**config.mk**
```make
export PLATFORM = sky130hd
export DESIGN_NAME = fp_mul_arbiter_flat
export DESIGN_NICKNAME = d
export VERILOG_FILES = /design/src/rtl/fp_mul_arbiter_if.sv /design/src/rtl/fp_mul_arbiter.sv /design/src/flat_wrapper.sv
export SDC_FILE = /design/constraint.sdc
export NUM_CORES = 1
export LEC_CHECK = 0
export BUFFER_PORTS_ARGS = -buffer_cell sky130_fd_sc_hd__buf_2
export CORE_AREA = 4 4 162 164
export DETAILED_ROUTE_END_ITERATION = 10
export DIE_AREA = 0 0 166 168
export PLACE_DENSITY = 0.53
export SLEW_MARGIN = 20
export SYNTH_ARGS = -nofsm -noshare
export SYNTH_HDL_FRONTEND = slang
export SYNTH_SLANG_ARGS = --single-unit
```
**constraint.sdc**
```tcl
create_clock -name clk -period 7.36 [get_ports clk]
set_input_delay 1.472 -clock clk [delete_from_list [all_inputs] [get_ports clk]]
set_output_delay 1.472 -clock clk [all_outputs]
set_load 0.01 [all_outputs]
```
**src/rtl/fp_mul_arbiter_if.sv**
```systemverilog
// rtl/fp_mul_arbiter_if.sv - requester and multiplier handshake bundle for fp_mul_arbiter
interface fp_mul_arbiter_if #(
    parameter int NUM_REQ = 4
);
    logic [NUM_REQ-1:0]    req_valid;
    logic [NUM_REQ-1:0]    req_ready;
    logic [32*NUM_REQ-1:0] req_op_a;
    logic [32*NUM_REQ-1:0] req_op_b;
    logic [NUM_REQ-1:0]    req_precision;
    logic [NUM_REQ-1:0]    req_round;
    logic [NUM_REQ-1:0]    rsp_valid;
    logic [NUM_REQ-1:0]    rsp_ready;
    logic [31:0]           rsp_result;
    logic [4:0]            rsp_flags;
    logic                  mul_start;
    logic                  mul_ready;
    logic [31:0]           mul_op_a;
    logic [31:0]           mul_op_b;
    logic                  mul_precision;
    logic                  mul_round;
    logic                  mul_valid;
    logic                  mul_ready_in;
    logic [31:0]           mul_result;
    logic [4:0]            mul_flags;

    modport master (
        output req_valid, req_op_a, req_op_b, req_precision, req_round, rsp_ready,
               mul_ready, mul_valid, mul_result, mul_flags,
        input  req_ready, rsp_valid, rsp_result, rsp_flags,
               mul_start, mul_op_a, mul_op_b, mul_precision, mul_round, mul_ready_in
    );

    modport slave (
        input  req_valid, req_op_a, req_op_b, req_precision, req_round, rsp_ready,
               mul_ready, mul_valid, mul_result, mul_flags,
        output req_ready, rsp_valid, rsp_result, rsp_flags,
               mul_start, mul_op_a, mul_op_b, mul_precision, mul_round, mul_ready_in
    );
endinterface

```
**src/rtl/fp_mul_arbiter.sv**
```systemverilog
// rtl/fp_mul_arbiter.sv - round-robin share of one fp_multiplier with in-order tag FIFO; FP_MUL_ARB_PERF_EN adds perf counters
module fp_mul_arbiter #(
    parameter int NUM_REQ      = 4,
    parameter int MAX_INFLIGHT = 8
) (
    input  logic            clk,
    input  logic            rst,
    fp_mul_arbiter_if.slave bus,
    output logic            err_orphan
`ifdef FP_MUL_ARB_PERF_EN
    ,
    output logic [31:0]     perf_issue,
    output logic [31:0]     perf_stall
`endif
);
    localparam int TAG_W = $clog2(NUM_REQ);
    localparam int PTR_W = $clog2(MAX_INFLIGHT);
    localparam int CNT_W = PTR_W + 1;

    logic [TAG_W-1:0]   rr_ptr;
    logic [TAG_W-1:0]   grant_idx;
    logic [TAG_W-1:0]   lane;
    logic [TAG_W-1:0]   head;
    logic [TAG_W-1:0]   tag_mem [MAX_INFLIGHT];
    logic [PTR_W-1:0]   rd_ptr;
    logic [PTR_W-1:0]   wr_ptr;
    logic [CNT_W-1:0]   count;
    logic [NUM_REQ-1:0] grant;
    logic               grant_any;
    logic               can_issue;
    logic               issue;
    logic               pop;
    logic               fifo_empty;

    assign fifo_empty = (count == '0);
    assign can_issue  = bus.mul_ready && (count < CNT_W'(MAX_INFLIGHT));
    assign head       = tag_mem[rd_ptr];

    // Rotating scan starting at rr_ptr; first valid lane wins.
    always_comb begin
        grant_any = 1'b0;
        grant_idx = '0;
        grant     = '0;
        lane      = rr_ptr;
        for (int k = 0; k < NUM_REQ; k++) begin
            if (!grant_any && bus.req_valid[lane]) begin
                grant_any = 1'b1;
                grant_idx = lane;
            end
            lane = (lane == TAG_W'(NUM_REQ - 1)) ? '0 : lane + TAG_W'(1);
        end
        if (grant_any) grant[grant_idx] = 1'b1;
    end

    assign bus.req_ready = grant & {NUM_REQ{can_issue}};
    assign issue         = |bus.req_ready;
    assign bus.mul_start = issue;

    always_comb begin
        bus.mul_op_a      = bus.req_op_a[31:0];
        bus.mul_op_b      = bus.req_op_b[31:0];
        bus.mul_precision = bus.req_precision[0];
        bus.mul_round     = bus.req_round[0];
        for (int i = 0; i < NUM_REQ; i++) begin
            if (grant_any && grant_idx == TAG_W'(i)) begin
                bus.mul_op_a      = bus.req_op_a[32*i +: 32];
                bus.mul_op_b      = bus.req_op_b[32*i +: 32];
                bus.mul_precision = bus.req_precision[i];
                bus.mul_round     = bus.req_round[i];
            end
        end
    end

    // With nothing outstanding, results are drained unconditionally so a stale one cannot wedge the multiplier.
    always_comb begin
        bus.rsp_valid = '0;
        if (bus.mul_valid && !fifo_empty) bus.rsp_valid[head] = 1'b1;
    end

    assign bus.mul_ready_in = fifo_empty ? 1'b1 : bus.rsp_ready[head];
    assign bus.rsp_result   = bus.mul_result;
    assign bus.rsp_flags    = bus.mul_flags;
    assign pop              = bus.mul_valid && bus.mul_ready_in && !fifo_empty;

    always_ff @(posedge clk) begin
        if (rst) begin
            rr_ptr     <= '0;
            rd_ptr     <= '0;
            wr_ptr     <= '0;
            count      <= '0;
            err_orphan <= 1'b0;
        end else begin
            if (issue) begin
                tag_mem[wr_ptr] <= grant_idx;
                wr_ptr          <= wr_ptr + PTR_W'(1);
                rr_ptr          <= (grant_idx == TAG_W'(NUM_REQ - 1)) ? '0 : grant_idx + TAG_W'(1);
            end
            if (pop) rd_ptr <= rd_ptr + PTR_W'(1);
            if (issue && !pop)      count <= count + CNT_W'(1);
            else if (pop && !issue) count <= count - CNT_W'(1);
            if (bus.mul_valid && fifo_empty) err_orphan <= 1'b1;
        end
    end

`ifdef FP_MUL_ARB_PERF_EN
    always_ff @(posedge clk) begin
        if (rst) begin
            perf_issue <= '0;
            perf_stall <= '0;
        end else begin
            if (issue && perf_issue != 32'hFFFF_FFFF) perf_issue <= perf_issue + 32'd1;
            if (|bus.req_valid && !can_issue && perf_stall != 32'hFFFF_FFFF) perf_stall <= perf_stall + 32'd1;
        end
    end
`endif
endmodule
```
**src/flat_wrapper.sv**
```systemverilog
// flat-port wrapper written by rule: the top's interface ports become plain ports
module fp_mul_arbiter_flat 
#(
    parameter int NUM_REQ      = 4,
    parameter int MAX_INFLIGHT = 8
)
  (clk, rst, err_orphan, bus_req_valid, bus_req_op_a, bus_req_op_b, bus_req_precision, bus_req_round, bus_rsp_ready, bus_mul_ready, bus_mul_valid, bus_mul_result, bus_mul_flags, bus_req_ready, bus_rsp_valid, bus_rsp_result, bus_rsp_flags, bus_mul_start, bus_mul_op_a, bus_mul_op_b, bus_mul_precision, bus_mul_round, bus_mul_ready_in);
  fp_mul_arbiter_if #(.NUM_REQ(NUM_REQ)) bus_i ();
  input  logic clk;
  input  logic rst;
  output logic err_orphan;
  input wire logic [$bits(bus_i.req_valid)-1:0] bus_req_valid;
  input wire logic [$bits(bus_i.req_op_a)-1:0] bus_req_op_a;
  input wire logic [$bits(bus_i.req_op_b)-1:0] bus_req_op_b;
  input wire logic [$bits(bus_i.req_precision)-1:0] bus_req_precision;
  input wire logic [$bits(bus_i.req_round)-1:0] bus_req_round;
  input wire logic [$bits(bus_i.rsp_ready)-1:0] bus_rsp_ready;
  input wire logic [$bits(bus_i.mul_ready)-1:0] bus_mul_ready;
  input wire logic [$bits(bus_i.mul_valid)-1:0] bus_mul_valid;
  input wire logic [$bits(bus_i.mul_result)-1:0] bus_mul_result;
  input wire logic [$bits(bus_i.mul_flags)-1:0] bus_mul_flags;
  output wire logic [$bits(bus_i.req_ready)-1:0] bus_req_ready;
  output wire logic [$bits(bus_i.rsp_valid)-1:0] bus_rsp_valid;
  output wire logic [$bits(bus_i.rsp_result)-1:0] bus_rsp_result;
  output wire logic [$bits(bus_i.rsp_flags)-1:0] bus_rsp_flags;
  output wire logic [$bits(bus_i.mul_start)-1:0] bus_mul_start;
  output wire logic [$bits(bus_i.mul_op_a)-1:0] bus_mul_op_a;
  output wire logic [$bits(bus_i.mul_op_b)-1:0] bus_mul_op_b;
  output wire logic [$bits(bus_i.mul_precision)-1:0] bus_mul_precision;
  output wire logic [$bits(bus_i.mul_round)-1:0] bus_mul_round;
  output wire logic [$bits(bus_i.mul_ready_in)-1:0] bus_mul_ready_in;
  assign bus_i.req_valid = bus_req_valid;
  assign bus_i.req_op_a = bus_req_op_a;
  assign bus_i.req_op_b = bus_req_op_b;
  assign bus_i.req_precision = bus_req_precision;
  assign bus_i.req_round = bus_req_round;
  assign bus_i.rsp_ready = bus_rsp_ready;
  assign bus_i.mul_ready = bus_mul_ready;
  assign bus_i.mul_valid = bus_mul_valid;
  assign bus_i.mul_result = bus_mul_result;
  assign bus_i.mul_flags = bus_mul_flags;
  assign bus_req_ready = bus_i.req_ready;
  assign bus_rsp_valid = bus_i.rsp_valid;
  assign bus_rsp_result = bus_i.rsp_result;
  assign bus_rsp_flags = bus_i.rsp_flags;
  assign bus_mul_start = bus_i.mul_start;
  assign bus_mul_op_a = bus_i.mul_op_a;
  assign bus_mul_op_b = bus_i.mul_op_b;
  assign bus_mul_precision = bus_i.mul_precision;
  assign bus_mul_round = bus_i.mul_round;
  assign bus_mul_ready_in = bus_i.mul_ready_in;
  fp_mul_arbiter #(.NUM_REQ(NUM_REQ), .MAX_INFLIGHT(MAX_INFLIGHT)) u_core (.clk(clk), .rst(rst), .bus(bus_i), .err_orphan(err_orphan));
endmodule
```
=== Word level (Yosys, flattened, before mapping) ===
Memory sizes are Yosys's and may differ from the RTL's. A register that Yosys moved wholly into a read port is not among the register bits.
Cells that the tools add are included.

* Register bits after elaboration: 13
* Latch bits: 0
* Bits in writable memories: 16
* ROM bits: 0
* Output and inout port bits: 114
* Logic and storage cells: 102
* Memories kept: 1

{| class="wikitable"
|+ Memories
! name !! depth !! width !! read ports !! clocked after memory_dff !! wr ports !! line !! RTL
|-
| u_core.tag_mem || 8 || 2 || 1 || 1 || 1 || fp_mul_arbiter.sv:24 || <nowiki>logic [TAG_W-1:0] tag_mem [MAX_INFLIGHT];</nowiki>
|}

* Add/subtract/negate cells: 8
* Multiply operators: 0
* Divide/modulo/power cells: 0
* Magnitude comparators: 9
* Eq/ne operators: 6
* Shift-type cells: 0
* Muxes and demuxes: 48
* Bitwise logic cells: 1
* Reductions and logical operators: 24

{| class="wikitable"
|+ Operator list
! cell !! number
|-
| $mux 32 || 6
|-
| $mux 1 || 21
|-
| $lt 2x3->1 const B || 6
|-
| $mux 2 || 8
|-
| $mux 4 || 4
|-
| $logic_and 1x1->1 || 15
|-
| $bmux 1 s2 || 5
|-
| $eq 2x2->1 const B || 5
|-
| $add 2x1->2 const B || 4
|-
| $add 3x1->3 const B || 2
|-
| $logic_not 1->1 || 6
|-
| $mux 3 || 2
|-
| $add 4x1->4 const B || 1
|-
| $and 4x4->4 || 1
|-
| $demux 1 s2 || 2
|-
| $ge 2x1->1 const B || 2
|-
| $logic_not 4->1 || 1
|-
| $lt 4x4->1 const B || 1
|-
| $reduce_or 4->1 || 1
|-
| $sub 4x1->4 const B || 1
|-
| $eq 2x1->1 const B || 1
|-
| $reduce_bool 2->1 || 1
|}

=== Logic depth before layout (Yosys ltp) ===
Gate-level depths: netlist of the first run.

* Depth after elaboration: 23
* Gate-level depth with buffers: 22
* Mapped depth without buffers: 18

=== Least setup slack after synthesis of the first run ===
Ideal clock, no wire load.

* Path kind: input -> output
* Start point: in bus_req_valid[3]
* End point: out bus_mul_op_b[28]
* Arrival time: 4607 ps
* Required time: 5888 ps
* Slack: 1281 ps
* Stages on the path: 14
* Buffers on the path: 6
* Path through: buf_6 > mux4_2 > buf_6 > clkbuf_1 > a2111oi_0 > a21o_1 > a2bb2oi_1 > ha_1 > clkbuf_1 > clkbuf_1 > clkbuf_1 > a21oi_1 > a21oi_1 > o22a_1

* Longest elaborated chain between the ends: 17
* Elaborated cells between the ends (all ways): 31
* Those cells by class: eq/ne: 3; mux: 19; reduce/logical: 9

{| class="wikitable"
|+ Ends and longest elaborated chain
! element !! line !! RTL
|-
| start, declared || flat_wrapper.sv:12 || <nowiki>input wire logic [$bits(bus_i.req_valid)-1:0] bus_req_valid;</nowiki>
|-
| $bmux 1 s2 || fp_mul_arbiter.sv:46 || <nowiki>if (!grant_any && bus.req_valid[lane]) begin</nowiki>
|-
| $mux 1 (implied by the code) || fp_mul_arbiter.sv:46 ||
|-
| $mux 1 || fp_mul_arbiter.sv:46 ||
|-
| $logic_not 1->1 || fp_mul_arbiter.sv:46 ||
|-
| $logic_and 1x1->1 || fp_mul_arbiter.sv:46 ||
|-
| $mux 1 || fp_mul_arbiter.sv:46 ||
|-
| $logic_not 1->1 || fp_mul_arbiter.sv:46 ||
|-
| $logic_and 1x1->1 || fp_mul_arbiter.sv:46 ||
|-
| $mux 1 || fp_mul_arbiter.sv:46 ||
|-
| $logic_not 1->1 || fp_mul_arbiter.sv:46 ||
|-
| $logic_and 1x1->1 || fp_mul_arbiter.sv:46 ||
|-
| $mux 2 * || fp_mul_arbiter.sv:46 ||
|-
| net u_core.grant_idx[1] || fp_mul_arbiter.sv:21 || <nowiki>logic [TAG_W-1:0] grant_idx;</nowiki>
|-
| $eq 2x1->1 || fp_mul_arbiter.sv:65 || <nowiki>if (grant_any && grant_idx == TAG_W'(i)) begin</nowiki>
|-
| $logic_and 1x1->1 || fp_mul_arbiter.sv:65 ||
|-
| $mux 32 (2 in a row) || fp_mul_arbiter.sv:65 ||
|-
| $mux 32 * || fp_mul_arbiter.sv:65 ||
|-
| end, declared || flat_wrapper.sv:28 || <nowiki>output wire logic [$bits(bus_i.mul_op_b)-1:0] bus_mul_op_b;</nowiki>
|}

Mark *: on every way through the listed nets, which the timed path passes. The rest lies on a longest branch. The select of a mux whose other input is x is not followed.

=== Worst setup path in the final report of the first run ===
* Start point: in bus_req_valid[3]
* End point: out bus_mul_round

* Longest elaborated chain between the ends: 17
* Elaborated cells between the ends (all ways): 31
* Those cells by class: eq/ne: 3; mux: 19; reduce/logical: 9

{| class="wikitable"
|+ Ends and longest elaborated chain
! element !! line !! RTL
|-
| $bmux 1 s2 || fp_mul_arbiter.sv:46 ||
|-
| $mux 1 (implied by the code) || fp_mul_arbiter.sv:46 ||
|-
| $mux 1 || fp_mul_arbiter.sv:46 ||
|-
| $logic_not 1->1 || fp_mul_arbiter.sv:46 ||
|-
| $logic_and 1x1->1 || fp_mul_arbiter.sv:46 ||
|-
| $mux 1 || fp_mul_arbiter.sv:46 ||
|-
| $logic_not 1->1 || fp_mul_arbiter.sv:46 ||
|-
| $logic_and 1x1->1 || fp_mul_arbiter.sv:46 ||
|-
| $mux 1 || fp_mul_arbiter.sv:46 ||
|-
| $logic_not 1->1 || fp_mul_arbiter.sv:46 ||
|-
| $logic_and 1x1->1 || fp_mul_arbiter.sv:46 ||
|-
| $mux 2 * || fp_mul_arbiter.sv:46 ||
|-
| net u_core.grant_idx[1] || fp_mul_arbiter.sv:21 ||
|-
| $eq 2x1->1 || fp_mul_arbiter.sv:65 ||
|-
| $logic_and 1x1->1 || fp_mul_arbiter.sv:65 ||
|-
| $mux 1 (2 in a row) || fp_mul_arbiter.sv:65 ||
|-
| $mux 1 * || fp_mul_arbiter.sv:65 ||
|-
| end, declared || flat_wrapper.sv:30 || <nowiki>output wire logic [$bits(bus_i.mul_round)-1:0] bus_mul_round;</nowiki>
|}

Marked as above.

==> results of run 1 <==
==> worst max path at each step <==
| stage | start | endpoint | slack (ns) | cells past startpoint |
|---|---|---|---|---|
| after CTS | bus_req_valid[3] | bus_mul_round | 0.82 | 10 |
| after global routing | bus_req_valid[1] | bus_mul_round | 0.49 | 10 |
| after global placement | bus_req_valid[1] | bus_mul_round | 0.86 | 10 |
| after detailed placement | bus_req_valid[3] | bus_mul_round | 0.84 | 10 |
| after floorplan | bus_req_valid[3] | bus_mul_op_b[28] | 1.28 | 14 |
| final | bus_req_valid[3] | bus_mul_round | 0.81 | 10 |
==> layout make-up <==
cell class                 count  area (um^2)
fill                        2782        17500
multi-input combinational    597         4110
timing repair buffer         364         1860
sequential                    32          801
tap                          330          413
clock buffer                   7          143
inverter                       9         33.8
antenna                        9         22.5
clock inverter                 1         3.75
==> synthesized netlist by cell type, types with 3 or more instances <==
library cell  number
o22a_1            66
buf_6              3
and3_1             6
nor4_1            72
xnor2_1            3
a21oi_1          204
buf_1              6
mux4_2             4
nand2b_1          72
clkbuf_1          71
buf_8              4
nor2_1            20
buf_4             39
buf_2             17
a21o_1             3
inv_1              9
edfxtp_1          16
nor2b_1            7
nand3_1            3
mux2_1             3
dfxtp_1           16
mux2i_1           15
ha_1              10
nand2_1            6
o311ai_0          66
==> cell families (layout without fill, tap and decap cells) <==
kind of cell	count (synthesis)	in the layout	synth area share (%)
buf+inv	150	381	14.4
other cells	0	9	0
fa+ha+maj	11	11	2.56
xor+xnor	4	4	0.618
flops	32	32	14.1
compound gates	359	359	42.2
mux	24	24	5.23
simple gates	199	199	20.9
==> stage by stage <==
stage	cell area, um^2	utilization (%)	hold slack, ns	worst slack, ns
after floorplan	5670	-	0.468	1.28
after global placement	7220	29.0	0.446	0.860
after detailed placement	7220	29.0	0.456	0.838
after CTS	7360	29.6	0.468	0.821
after global routing	7380	29.7	0.512	0.487
final	7390	29.7	0.465	0.812
==> critical path: stages <==
cell and delay (ns):
buf_2 0.15, mux4_4 0.84, a2111oi_0 0.37, a21o_1 0.15, a2bb2oi_1 0.16, buf_4 0.21
ha_4 0.41, nand2_4 0.53, o22a_1 0.49, buf_2 0.16
==> sequential cells by signal, indices dropped and copies added (netlist names), named ones only <==
signal / flops
u_core.tag_mem: 16
u_core.count: 4
u_core.rd_ptr: 3
u_core.wr_ptr: 3
u_core.rr_ptr: 2
u_core.err_orphan: 1
==> power by group <==
part / total, uW / switching [uW] / leakage, uW / internal [uW]
Sequential: 283 / 36.6 / 0.000277 / 247
Combinational: 4350 / 2540 / 0.00264 / 1810
Clock: 199 / 65.9 / 0.0000716 / 133
Total: 4830 / 2650 / 0.00299 / 2190
==> routing by layer <==
metal / part of all wire [%] / routed length [um] / track usage, % / vias up
met5: 0 / 0 / 0 / -
met2: 46 / 13100 / 29.2 / 396
met1: 39 / 11100 / 22.7 / 3493
met4: 1.5 / 431 / 4.20 / 0
met3: 14 / 4130 / 9.65 / 35
li1: - / - / - / 3496
==> results by group, run 1 <==
Power and ir drop
  • Leakage power: 0.00299 uW
  • Worst vdd ir: 0.000347 V
  • Overall Power: 4830 uW
  • PwrDens: ~650 nW/um^2

Critical path
  • Startpoint Class: input pin
  • R2R Path End: u_core.count[3]$_SDFFE_PP0P_
  • Worst Path Max Fanout: 66
  • Flop2flop setup slack: about 1.7 ns
  • CP required: 5.89 ns
  • CP Capture Type: output port
  • Critical path type: in -> out
  • Worst R2R Start: u_core.rr_ptr[0]$_SDFFE_PP0P_
  • R2R depth: 17
  • Worst EP arrival: just over 5 ns

Synth
  • Share of the synthesized area in the top cell type: 18.0%
  • Synthesized area per cell: 7.28 um^2
  • Top area cells in the synthesized netlist: a21oi_1 (18%), o22a_1 (10%), o311ai_0 (10%)
  • FF+latch count, synth: 32
  • YS warnings: 0
  • Cell area after synthesis: 5670 um^2
  • Syn Inst Count: 779
  • Seq/Total Area, Yosys: between 10% and 20%
  • Cell taking the most area after synthesis: a21oi_1
  • Post-synth cell types: 56
  • Fraction of registers with async set/reset: 0%
  • Post-Syn Nets: 1103
  • Synth Flop Type: edfxtp_1
  • Post-synth EDFFs: 16

STA
  • Slew Limit Headroom: 27.8%
  • Final setup fails: 0
  • Max Slew Vio Count: 0
  • RSZ-0062 raised after global routing: no
  • TNS Setup: 0 ns
  • Final Critical Period: between 6 and 7 ns
  • Final clock period utilization by the worst path: about 89%
  • Final hold violation count: 0
  • Peak Freq: 153 MHz
  • Worst Skew: 0.00491 ns
  • Least-Margin Pin Slew: roughly 1.1 ns

Die
  • Die Wd: 166 um
  • FP Rows: 58
  • I/O pins: between 400 and 500
  • Die Height: between 150 and 200 um
  • Starting Density: 22.8%
  • Die area: 27900 um^2
  • Core area: 24900 um^2

Place
  • IO Port Bufs: 352
  • Placer congestion estimate: 0.929
  • DP Wirelength: 21.8 mm
  • Placed Instances: 1332

GRT
  • Total Routing Usage GR: around 19%
  • First-pass GRT wire length: around 41 mm
  • Pin count of the biggest net entering global routing: 105
  • Vias in the first global route: around 6.9k
  • Total gr overflow: 0
  • Initial antenna violation count: 9

Outcome
  • Outcome: finished, final reports clean

Final layout
  • NumNets Final: 1333
  • Fin cells: roughly 1.3k
  • Layout cells sized above 1: 38.2%
  • Most frequent cells in the layout: buf_2 (352), a21oi_1 (204), nor4_1 (72), nand2b_1 (72)
  • P&R area growth vs syn: 30.3%
  • Commonest non-fill, non-tap cell in the layout: buf_2

Routing
  • Routed via count: between 7k and 8k
  • Wire per inst: 21.3 um
  • Post-DRT Antenna Nets: 0
  • Violation count after the first detailed-route iteration: 560
  • 1st-pass router iterations: 5
  • Drt total wl: 28.7 mm
  • Vias per inst: 5.50
  • Remaining DRCs: 0

Worst hold path
  • Hold depth: 2
  • Min-Delay Startpoint: u_core.err_orphan$_SDFFE_PP0P_
  • Type of the most critical hold path: reg -> reg
  • Hold EP: u_core.err_orphan$_SDFFE_PP0P_

Clock tree
  • Cts bufs inserted: 5
  • Post-cts resize count: 0
  • CTS tree: built
  • Clock-pin slew on the worst setup and hold paths: 0.05 ns
  • H-tree lvl count: 2
  • Clk_lat worst skew: roughly 0.27 ns
  • Hold-fix buffers, CTS: 0
  • Clk sink count: 32
  • Post-CTS Setup Bufs: 0
  • Root Buffer: clkbuf_16
  • Longest Clk Path Bufs: 2

Flow run
  • Max-cap viol count: 0
(Power assumes the default switching activity.)
==> inputs of run 2 (changes only) <==
--- a/config.mk
+++ b/config.mk
@@ -9,7 +9,7 @@
 export CORE_AREA = 4 4 162 164
 export DETAILED_ROUTE_END_ITERATION = 10
 export DIE_AREA = 0 0 166 168
-export PLACE_DENSITY = 0.53
+export PLACE_DENSITY = 0.57
 export SLEW_MARGIN = 20
 export SYNTH_ARGS = -nofsm -noshare
 export SYNTH_HDL_FRONTEND = slang
==> constraint.sdc (replaced) <==
create_clock -name clk -period 6.51 [get_ports clk]
set_input_delay 1.302 -clock clk [delete_from_list [all_inputs] [get_ports clk]]
set_output_delay 1.302 -clock clk [all_outputs]
set_load 0.01 [all_outputs]
==> run 2 against run 1 <==
  * Critical path depth fell by 1
  * Sequential share of layout area shrank 0.11 points
  * Power rose by 16%
  * Routed wire length is 1.4% higher
  * Utilization is 0.30 points higher
  * Register-to-register slack got worse by 0.64 ns
  * Worst setup slack worse by 0.28 ns
  * Highest routed layer is now met5
  * Critical endpoint is now bus_mul_op_b[8]
  * Global-route usage grew 0.24 points
==> results by group, run 2 (synthesis results as in run 1) <==
Critical path
  • Worst Path Max Fanout: 124
  • Startpoint Class: register
  • Critical path type: reg -> out
  • Worst EP arrival: 4.68 ns
  • Flop2flop setup slack: 1.06 ns
  • CP Capture Type: output port
  • CP required: 5.21 ns

Clock tree
  • Hold-fix buffers, CTS: 0
  • Post-CTS Setup Bufs: 0
  • H-tree lvl count: 2
  • CTS tree: built
  • Longest Clk Path Bufs: 2
  • Post-cts resize count: 0
  • Clock-pin slew on the worst setup and hold paths: 0.05 ns
  • Cts bufs inserted: 5
  • Root Buffer: clkbuf_16
  • Clk_lat worst skew: 0.27 ns
  • Clk sink count: 32

STA
  • TNS Setup: 0 ns
  • Final setup fails: 0
  • RSZ-0062 raised after global routing: no
  • Final hold violation count: 0
  • Least-Margin Pin Slew: 1.15 ns
  • Worst Skew: 0.00305 ns
  • Slew Limit Headroom: a little under a quarter
  • Max Slew Vio Count: 0
  • Peak Freq: 167 MHz
  • Final Critical Period: 5.98 ns
  • Final clock period utilization by the worst path: 91.8%

Power and ir drop
  • Internal: 2560 uW
  • Seq pwr share: 5.7%
  • Clock Power Share: between 4 and 5%
  • Sw Ratio: 54.6%
  • PwrDens: ~750 nW/um^2
  • Combinational share of power: 89.7%
  • Leakage power: 0.00302 uW
  • Psw: 3070 uW
  • Worst vdd ir: 0.000405 V

GRT
  • GRT met2 Usage: 28.9%
  • Vias in the first global route: 7028
  • Initial antenna violation count: 8
  • Pin count of the biggest net entering global routing: 125
  • Gr busiest metal: met2
  • First-pass GRT wire length: between 40 and 50 mm
  • Total Routing Usage GR: 18.8%
  • Met3 Resource Use GR: 11.5%
  • Total gr overflow: 0
  • M1 GR Usage: between 20% and 30%

Worst hold path
  • Type of the most critical hold path: reg -> reg

Final layout
  • Layout cells sized above 1: between 30% and 40%
  • FF/Latch Area: 801 um^2
  • Commonest non-fill, non-tap cell in the layout: buf_2
  • Fin util: 30.0%
  • Max reg flops: 16
  • Top reg by flops: u_core.tag_mem
  • Fillers: 2742
  • P&R area growth vs syn: 31.6%
  • NumNets Final: 1338
  • Top Registers: u_core.tag_mem (16), u_core.count (4)
  • Area of the multi-input gates: a little over 4000 um^2
  • Most frequent cells in the layout: buf_2 (352), a21oi_1 (204), nor4_1 (72), nand2b_1 (72)

Routing
  • Vias per inst: 5.46
  • Drt total wl: a little under 30 mm
  • Wire per inst: about 22 um
  • 1st-pass router iterations: 5
  • Post-DRT Antenna Nets: 0
  • Violation count after the first detailed-route iteration: 601
  • Remaining DRCs: 0
  • Routed via count: 7372

Die
  • Die area: 27900 um^2
  • I/O pins: 427
  • Die Wd: 166 um
  • Core area: 24900 um^2
  • FP Rows: between 50 and 60
  • Die Height: 168 um
  • Starting Density: a little under a quarter

Flow run
  • Max-cap viol count: 0

Place
  • IO Port Bufs: roughly 350
  • Placer congestion estimate: 0.912
  • DP Wirelength: roughly 22 mm

Outcome
  • Outcome: finished, final reports clean
[run 2: cell types whose count changed in the layout (fill, tap and decap cells not counted)]
cell        before  now
buf_12           1    3
buf_4           11   14
bufinv_16        0    1
clkbuf_1         1    0
clkbuf_8         1    0
clkinv_1         1    0
clkinv_2         0    1
clkinvlp_4       0    1
diode_2          9    5
[run 2: layout make-up]
cell class / instances / area share (%)
Sequential cell: 32 / 10.7
Multi-Input combinational cell: 597 / 55.0
Inverter: 9 / 0.453
Antenna cell: 5 / 0.168
Tap cell: 330 / 5.53
Clock inverter: 3 / 0.570
Clock buffer: 5 / 1.68
Timing Repair Buffer: 369 / 25.8
[run 2: worst paths after layout]
kind	startpoint	endpoint	cells after the start
worst min register to register	u_core.err_orphan$_SDFFE_PP0P_	u_core.err_orphan$_SDFFE_PP0P_	2
worst min-delay path	u_core.err_orphan$_SDFFE_PP0P_	u_core.err_orphan$_SDFFE_PP0P_	2
worst max register to register	u_core.rr_ptr[0]$_SDFFE_PP0P_	u_core.count[3]$_SDFFE_PP0P_	16
worst max-delay path	u_core.rr_ptr[0]$_SDFFE_PP0P_	bus_mul_op_b[8]	9
[run 2: layer usage]
layer / wire length [um] / vias up
li1: - / 3489
met1: 11200 / 3440
met2: 13000 / 400
met3: 4450 / 39
met4: 432 / 4
met5: 27 / -
[run 2: stage by stage]
stage | std cells | instance area, um^2 | setup WS [ns] | hold WS [ns] | total power (uW)
6_report | 1350 | 7460 | 0.533 | 0.461 | 5630
5_1_grt | 1349 | 7460 | 0.229 | 0.485 | 6120
4_1_cts | 1345 | 7450 | 0.621 | 0.466 | 5630
3_5_place_dp | 1337 | 7280 | 0.628 | 0.453 | 5340
3_3_place_gp | 1337 | 7280 | 0.707 | 0.448 | 5340
2_1_floorplan | 779 | 5670 | 0.771 | 0.468 | 3760
[run 2: critical path, stage by stage (launching register included)]
cell,delay (ns)
dfxtp_1,0.64
ha_1,0.45
mux4_4,0.71
o32ai_1,0.40
o2bb2ai_1,0.22
ha_4,0.84
o311ai_0,0.37
a21oi_1,0.24
o22a_1,0.21
buf_2,0.16
[run 2: power groups by stage]
stage	clock network (uW)	logic (uW)	registers [uW]
6_report	261	5050	319
5_1_grt	277	5520	326
4_1_cts	267	5040	320
3_5_place_dp	0	5020	323
3_3_place_gp	0	5020	323
2_1_floorplan	0	3460	304
==> inputs of run 3 (changes only) <==
--- a/config.mk
+++ b/config.mk
@@ -6,10 +6,10 @@
 export NUM_CORES = 1
 export LEC_CHECK = 0
 export BUFFER_PORTS_ARGS = -buffer_cell sky130_fd_sc_hd__buf_2
-export CORE_AREA = 4 4 162 164
+export CORE_AREA = 4 4 166 168
 export DETAILED_ROUTE_END_ITERATION = 10
-export DIE_AREA = 0 0 166 168
-export PLACE_DENSITY = 0.57
+export DIE_AREA = 0 0 170 172
+export PLACE_DENSITY = 0.55
 export SLEW_MARGIN = 20
 export SYNTH_ARGS = -nofsm -noshare
 export SYNTH_HDL_FRONTEND = slang
==> constraint.sdc (replaced) <==
create_clock -name clk -period 7.3 [get_ports clk]
set_input_delay 1.46 -clock clk [delete_from_list [all_inputs] [get_ports clk]]
set_output_delay 1.46 -clock clk [all_outputs]
set_load 0.01 [all_outputs]
==> run 3 against run 2 <==
  * Sequential cell count is the same
  * Critical path depth increased by 3
  * Combinational power is 11% lower
  * Worst hold slack better by 0.016 ns
  * Utilization shrank 1.4 points
  * Sequential share of layout area up 0.069 points
==> results by group, run 3 (synthesis results as in run 1) <==
Final layout
  • Design area: 7410 um^2
  • Layout cells sized above 1: 38.4%
  • Top Registers: u_core.tag_mem (16), u_core.count (4)
  • Fillers: 2842
  • Max reg flops: 16
  • Commonest non-fill, non-tap cell in the layout: buf_2
  • Top reg by flops: u_core.tag_mem
  • P&R area growth vs syn: 30.8%
  • NumNets Final: between 1k and 1.5k
  • Most frequent cells in the layout: buf_2 (352), a21oi_1 (204), nor4_1 (72), nand2b_1 (72)

Routing
  • Routed via count: between 7k and 8k
  • Violation count after the first detailed-route iteration: 646
  • Vias per inst: 5.45
  • Drt total wl: a little under 30 mm
  • Wire per inst: about 22 um
  • Post-DRT Antenna Nets: 0
  • Remaining DRCs: 0
  • 1st-pass router iterations: 6

Clock tree
  • Clock-pin slew on the worst setup and hold paths: 0.05 ns
  • Post-cts resize count: 0
  • Clk sink count: 32
  • Clk_lat worst skew: 0.27 ns
  • Hold-fix buffers, CTS: 0
  • Longest Clk Path Bufs: 2
  • H-tree lvl count: 2
  • Cts bufs inserted: 5
  • Root Buffer: clkbuf_16
  • Post-CTS Setup Bufs: 0
  • CTS tree: built

STA
  • RSZ-0062 raised after global routing: no
  • Least-Margin Pin Slew: between 0.9 and 1 ns
  • Final hold violation count: 0
  • TNS Setup: 0 ns
  • Max Slew Vio Count: 0
  • Final Critical Period: 6.56 ns
  • Final setup fails: 0
  • Worst Skew: 0.00271 ns
  • Slew Limit Headroom: 39.0%
  • Peak Freq: roughly 150 MHz
  • Final clock period utilization by the worst path: about 90%

Power and ir drop
  • PwrDens: 674 nW/um^2
  • Worst vdd ir: 0.000309 V
  • Seq pwr share: around 5.7%
  • Combinational share of power: around nine tenths
  • Internal: 2250 uW
  • Psw: ~2700 uW
  • Clock Power Share: 4.6%
  • Leakage power: approximately 0.003 uW
  • Sw Ratio: ~55%

Place
  • DP Wirelength: 22.3 mm
  • Placer congestion estimate: approximately 0.88
  • Placement Cell Area: 7250 um^2
  • IO Port Bufs: 352

GRT
  • Total gr overflow: 0
  • Pin count of the biggest net entering global routing: between 100 and 150
  • First-pass GRT wire length: roughly 40 mm
  • Initial antenna violation count: 4
  • Vias in the first global route: 6834
  • Total Routing Usage GR: 17.9%

Die
  • Die area: 29200 um^2
  • I/O pins: 427
  • Die Wd: 170 um
  • Core area: 25900 um^2
  • FP Rows: between 50 and 60
  • Die Height: between 150 and 200 um
  • Starting Density: between 20% and 30%

Critical path
  • Worst Path Max Fanout: between 100 and 150
  • CP Capture Type: output port
  • CP required: approximately 5.8 ns
  • Critical path type: in -> out
  • Crit-path leading delay family: buffers and inverters
  • CP bufs+invs: 4
  • Worst EP arrival: 5.10 ns
  • CP max stage delay: 0.71 ns
  • Startpoint Class: input pin
  • Worst path slowest cell: ha_4
  • Critical-path cell list: buf_2 > mux4_4 > buf_4 > a2111oi_0 > a21o_1 > o2bb2ai_1 > ha_4 > buf_4 > o311ai_0 > a21oi_1 > o22a_1 > buf_2

Outcome
  • Outcome: finished, final reports clean

Flow run
  • Max-cap viol count: 0

Worst hold path
  • Type of the most critical hold path: reg -> reg
-- run 3: cell types whose count changed in the layout (fill, tap and decap cells not counted) --
cell and change:
clkbuf_1 +1, ha_2 +1, buf_4 -4, clkinvlp_4 -1, diode_2 -4, ha_4 -1
-- run 3: layout make-up --
class                      count  area (um^2)  area share [%]
timing repair buffer         365         1900            25.6
antenna                        1         2.50          0.0338
clock inverter                 2         35.0           0.473
tap                          335          419            5.65
clock buffer                   6          129            1.74
multi-input combinational    597         4100            55.3
sequential                    32          801            10.8
inverter                       9         33.8           0.456
-- run 3: power by group through the flow --
stage	sequential [uW]	clock, uW	combinational (uW)
floorplan	271	0	3080
global placement	289	0	4460
detailed placement	289	0	4450
CTS	286	237	4470
global route	291	242	4910
finish	285	232	4480
-- run 3: tightest hold or removal path, stage by stage (launching register included) --
cell and delay (ns):
dfxtp_1 0.32, a21oi_1 0.04, nor2_1 0.07
-- run 3: per-layer routing --
layer  track usage (%)  vias up  share of wire, %
met5                 0        -             0.037
met4              3.68        2               1.9
met3              10.6       49                15
met2              27.8      385                45
met1              21.5     3422                37
li1                  -     3479                 -
-- run 3: path summary, 6_finish.rpt --
| kind | from | slack [ns] | depth (start not counted) | endpoint |
|---|---|---|---|---|
| worst max-delay path | bus_req_valid[3] | 0.74 | 12 | bus_mul_precision |
| worst min-delay path | u_core.err_orphan$_SDFFE_PP0P_ | 0.48 | 2 | u_core.err_orphan$_SDFFE_PP0P_ |
| worst max register to register | u_core.rr_ptr[0]$_SDFFE_PP0P_ | 1.49 | 18 | u_core.count[3]$_SDFFE_PP0P_ |
| worst min register to register | u_core.err_orphan$_SDFFE_PP0P_ | 0.48 | 2 | u_core.err_orphan$_SDFFE_PP0P_ |
-- run 3: per-stage QoR --
stage / hold WS [ns] / power (uW) / instances / utilization, % / setup WS, ns
2_1_floorplan: 0.468 / 3350 / 779 / - / 1.25
3_3_place_gp: 0.446 / 4750 / 1338 / 28.0 / 0.858
3_5_place_dp: 0.481 / 4740 / 1338 / 28.0 / 0.772
4_1_cts: 0.496 / 5000 / 1346 / 28.6 / 0.755
5_1_grt: 0.527 / 5440 / 1347 / 28.6 / 0.359
6_report: 0.477 / 5000 / 1347 / 28.6 / 0.736
